<file path="src/rtl/fir_decim_avg_fifo.sv">
// Decimating boxcar averager for the FIR output stream. Each group of DECIM valid
// samples becomes one averaged sample, which waits in a first-word-fall-through FIFO.
module fir_decim_avg_fifo #(
  parameter int WIDTH_DATA      = 8,
  parameter int DECIM           = 4,
  parameter int LOG2_DECIM      = 2,
  parameter int FIFO_DEPTH      = 8,
  parameter int LOG2_FIFO_DEPTH = 3
) (
  input  logic                       clk,
  input  logic                       rst,
  input  logic [WIDTH_DATA-1:0]      din,
  input  logic                       din_valid,
  output logic [WIDTH_DATA-1:0]      dout,
  output logic                       dout_valid,
  input  logic                       dout_ready,
  output logic [LOG2_FIFO_DEPTH:0]   fill,
  output logic                       overflow
);

  localparam int ACC_W = WIDTH_DATA + LOG2_DECIM;

  logic [LOG2_DECIM-1:0]       phase_reg;
  logic signed [ACC_W-1:0]     acc_reg;
  logic signed [ACC_W-1:0]     din_ext;
  logic signed [ACC_W-1:0]     acc_base;
  logic signed [ACC_W-1:0]     sum;
  logic signed [ACC_W-1:0]     avg_wide;
  logic [WIDTH_DATA-1:0]       avg;
  logic                        last_phase;

  logic [WIDTH_DATA-1:0]       mem [FIFO_DEPTH];
  logic [LOG2_FIFO_DEPTH-1:0]  rd_ptr_reg;
  logic [LOG2_FIFO_DEPTH-1:0]  wr_ptr_reg;
  logic [LOG2_FIFO_DEPTH:0]    fill_reg;
  logic [LOG2_FIFO_DEPTH:0]    fill_next;
  logic                        overflow_reg;
  logic                        push;
  logic                        pop;
  logic                        full;
  logic                        accept;

  // The accumulator is at most DECIM samples wide, so ACC_W bits never overflow.
  assign din_ext    = {{LOG2_DECIM{din[WIDTH_DATA-1]}}, din};
  assign acc_base   = (phase_reg == '0) ? '0 : acc_reg;
  assign sum        = acc_base + din_ext;
  assign avg_wide   = sum >>> LOG2_DECIM;
  assign avg        = avg_wide[WIDTH_DATA-1:0];
  assign last_phase = (phase_reg == LOG2_DECIM'(DECIM - 1));

  always_ff @(posedge clk or negedge rst) begin
    if (!rst) begin
      phase_reg <= '0;
      acc_reg   <= '0;
    end else if (din_valid) begin
      if (last_phase) begin
        phase_reg <= '0;
        acc_reg   <= '0;
      end else begin
        phase_reg <= phase_reg + LOG2_DECIM'(1);
        acc_reg   <= sum;
      end
    end
  end

  assign push       = din_valid && last_phase;
  assign dout_valid = (fill_reg != '0);
  assign pop        = dout_valid && dout_ready;
  assign full       = (fill_reg == (LOG2_FIFO_DEPTH+1)'(FIFO_DEPTH));
  // A full FIFO still takes a push when the head leaves in the same cycle.
  assign accept     = push && (!full || pop);

  always_comb begin
    fill_next = fill_reg;
    case ({accept, pop})
      2'b10:   fill_next = fill_reg + (LOG2_FIFO_DEPTH+1)'(1);
      2'b01:   fill_next = fill_reg - (LOG2_FIFO_DEPTH+1)'(1);
      default: fill_next = fill_reg;
    endcase
  end

  always_ff @(posedge clk or negedge rst) begin
    if (!rst) begin
      rd_ptr_reg   <= '0;
      wr_ptr_reg   <= '0;
      fill_reg     <= '0;
      overflow_reg <= 1'b0;
    end else begin
      fill_reg <= fill_next;
      if (accept) wr_ptr_reg <= wr_ptr_reg + LOG2_FIFO_DEPTH'(1);
      if (pop)    rd_ptr_reg <= rd_ptr_reg + LOG2_FIFO_DEPTH'(1);
      if (push && !accept) overflow_reg <= 1'b1;
    end
  end

  always_ff @(posedge clk) begin
    if (accept) mem[wr_ptr_reg] <= avg;
  end

  assign dout     = dout_valid ? mem[rd_ptr_reg] : '0;
  assign fill     = fill_reg;
  assign overflow = overflow_reg;

endmodule
</file>
<file path="config.mk">
export PLATFORM = sky130hd
export DESIGN_NAME = fir_decim_avg_fifo
export DESIGN_NICKNAME = d
export VERILOG_FILES = /design/src/rtl/fir_decim_avg_fifo.sv
export SDC_FILE = /design/constraint.sdc
export NUM_CORES = 1
export LEC_CHECK = 0
export CORE_UTILIZATION = 55
export CTS_CLUSTER_SIZE = 30
export DETAILED_ROUTE_END_ITERATION = 12
export HOLD_SLACK_MARGIN = 0.06
export PLACE_DENSITY = 0.83
export SYNTH_ARGS = -nofsm -noshare
export SYNTH_HDL_FRONTEND = slang
export SYNTH_SLANG_ARGS = --single-unit
</file>
<file path="constraint.sdc">
create_clock -name clk -period 8.1 [get_ports clk]
set_input_delay 1.62 -clock clk [delete_from_list [all_inputs] [get_ports clk]]
set_output_delay 1.62 -clock clk [all_outputs]
set_load 0.01 [all_outputs]
</file>
==> qor.yml <==
grt_usage: 0.206
dieWidth_microns: 87.2
yosys.area.top_type: "edfxtp_1"
worstMarginPinSlew_ps: 1150
power_frac_seq: 0.431
finalClockSkew_ps: 6.82
wl_per_cell_microns: 16.8
yosysSeqAreaShare: 0.625
clockRootBuffer: "clkbuf_8"
insertion_delay_ps: 350
synth_compound_area_frac: 0.0479
syn_avg_cell_area_sq_um: 14.5
cts-htree-levels: 3
ctsHoldBuffers: 0
path_class: "input port to flip-flop"
crit_end: "mem[0][7]"
endpoint_kind: "flip-flop"
synthMuxAreaShare: 0.124
arrival_ps: 4320
dp_hpwl_microns: 4870
path_clk_slew_ps: 80
hp-class: "flip-flop to flip-flop"
syn_to_final_growth_pct: 13.2
p_sw_frac: 0.353
synth-xor-area-share: 0.0329
antenna_cells: 0
layoutNonFillerInstCount: 404
grt_pass1_wl_microns: 11100
synth_top_family_by_area: "multiplexers"
synth_most_common_cell: "edfxtp_1"
synth-edff-count: 64
ant_nets: 0
fin_crit_sh: 0.538
start_kind: "input port"
viasPerCell: 5.44
p_leak_nw: 1.69
cp_max_fo: 22
finalMaxSlewViolations: 0
synthesis.nets: 305
hold_viol: 0
largest_register_ffs: 64
place_congestion: 0.836
switching_power_w: 0.000618
synth.top_cells.by_count: "edfxtp_1 (64), nor2_1 (30), dfrtp_1 (23)"
gr-total-overflow: 0
fmax_mhz: 230
die-area_sq_um: 7610
rr_endpoint: "mem[0][7]"
rrSetupSlack_ps: 4860
synth_seq_cells: 87
fillCellCount: 506
drc: 0
relSlewSlack: 0.225
numCtsBuffers: 9
row_count: 30
netlist_instances: 276
final_layout_size_suffix_gt1_frac: 0.130
vdd_drop_max_uv: 269
synthAdderAreaFrac: 0.0570
portBuffers: 25
firstDrtPassIters: 4
grt_pass1_vias: 2257
ctsResizeCount: 0
grt_max_degree: 24
synth.distinct_cells: 39
nNetsFinal: 332
internal-power_w: 0.00113
clkPwrFrac: 0.167
startpoint: "din_valid"
routed_wl_microns: 6790
fin_util: 0.655
dp.cells: 388
cts.sinks: 87
dr_total_vias: 2197
synth_warnings: 0
rsz0062_at_grt: "false"
synthSimpleGateAreaFrac: 0.0845
initial_utilization: 0.579
place_area_sq_um: 4330
die-height_microns: 87.2
reg2reg_depth: 10
top_level_ports: 26
stdcell_area_sq_um: 4520
r2r_start: "phase_reg[0]"
status: "complete, no violations"
ys.flop_type: "edfxtp_1"
setup_viol: 0
cp.required_ps: 8060
drv_cap: 0
clockBufferDepth: 2
dr.first_iter.drc_count: 91
combPwrFrac: 0.402
core-area_sq_um: 6910
fin_hold_ws_ps: 511
fin_crit_ps: 4360
postCtsSetupBuffers: 0
power_density_nw_per_um2: 387
synth_top_area_share: 0.481
antenna_found_initial: 0
hold_path.startpoint: "overflow"
fin_tns_setup_ps: 0
syn_area_sq_um: 4000
cts_tree: "yes"
async_flop_share: 0.264
synth_area_leaders: "edfxtp_1 (48%), dfrtp_1 (14%), mux4_2 (9.0%)"
==> power groups by stage <==
stage / logic [W] / clock network [W] / registers, W
after global placement: 0.000685 / 0 / 0.000764
after detailed placement: 0.000709 / 0 / 0.000768
after global routing: 0.000781 / 0.000316 / 0.000771
after floorplan: 0.000513 / 0 / 0.000708
final: 0.000704 / 0.000292 / 0.000754
after CTS: 0.000712 / 0.000297 / 0.000758
==> critical path, stage by stage <==
cell,delay [ps]
clkdlybuf4s50_1,930
nand2_1,160
nor2b_1,480
nand2b_1,210
nor3_1,910
==> metal layers <==
layer,up-vias,global-route usage,wire length [microns]
li1,1061,-,-
met3,7,0.0398,271
met5,-,0,0
met2,48,0.363,3590
met4,0,0.0700,88
met1,1081,0.255,2840
==> worst min path at each step <==
stage,end,cells after the start
after CTS,overflow,1
after detailed placement,overflow,1
final,overflow,1
after global placement,overflow,1
after floorplan,wr_ptr_reg[0],1
after global routing,wr_ptr_reg[0],1
==> final cells by class <==
cell class	instances	area (sq um)	share of cell area
clock inverter	7	71.3	0.0158
sequential	87	2500	0.552
inverter	21	78.8	0.0174
multi-input combinational	159	1380	0.306
timing repair buffer	25	250	0.0553
tap	96	120	0.0265
clock buffer	9	124	0.0274
==> cell usage in the layout, fill, tap and decap left out, drive strengths merged, types with 3 or more instances in the layout <==
cell	Yosys	final
a21oi	10	10
clkbuf	5	9
clkdlybuf4s50	0	25
clkinv	0	3
dfrtp	23	23
edfxtp	64	64
ha	15	15
inv	21	23
mux2	3	3
mux2i	10	10
mux4	16	16
nand2	12	12
nand2b	5	5
nand3b	6	6
nor2	30	30
nor3	3	3
o21ai	12	12
o21bai	3	3
o22ai	3	3
xnor2	10	10
xor2	5	5
==> through the flow <==
| stage | setup slack (ps) | power [W] |
|---|---|---|
| 2_1_floorplan | 4700 | 0.00122 |
| 3_3_place_gp | 3560 | 0.00145 |
| 3_5_place_dp | 3350 | 0.00148 |
| 4_1_cts | 3670 | 0.00177 |
| 5_1_grt | 3490 | 0.00187 |
| 6_report | 3740 | 0.00175 |
==> cell families after synthesis <==
| kind of cell | Yosys count |
|---|---|
| flops | 87 |
| buf+inv | 30 |
| mux | 29 |
| simple gates | 66 |
| compound gates | 32 |
| fa+ha+maj | 17 |
| xor+xnor | 15 |
(Power assumes the default switching activity.)
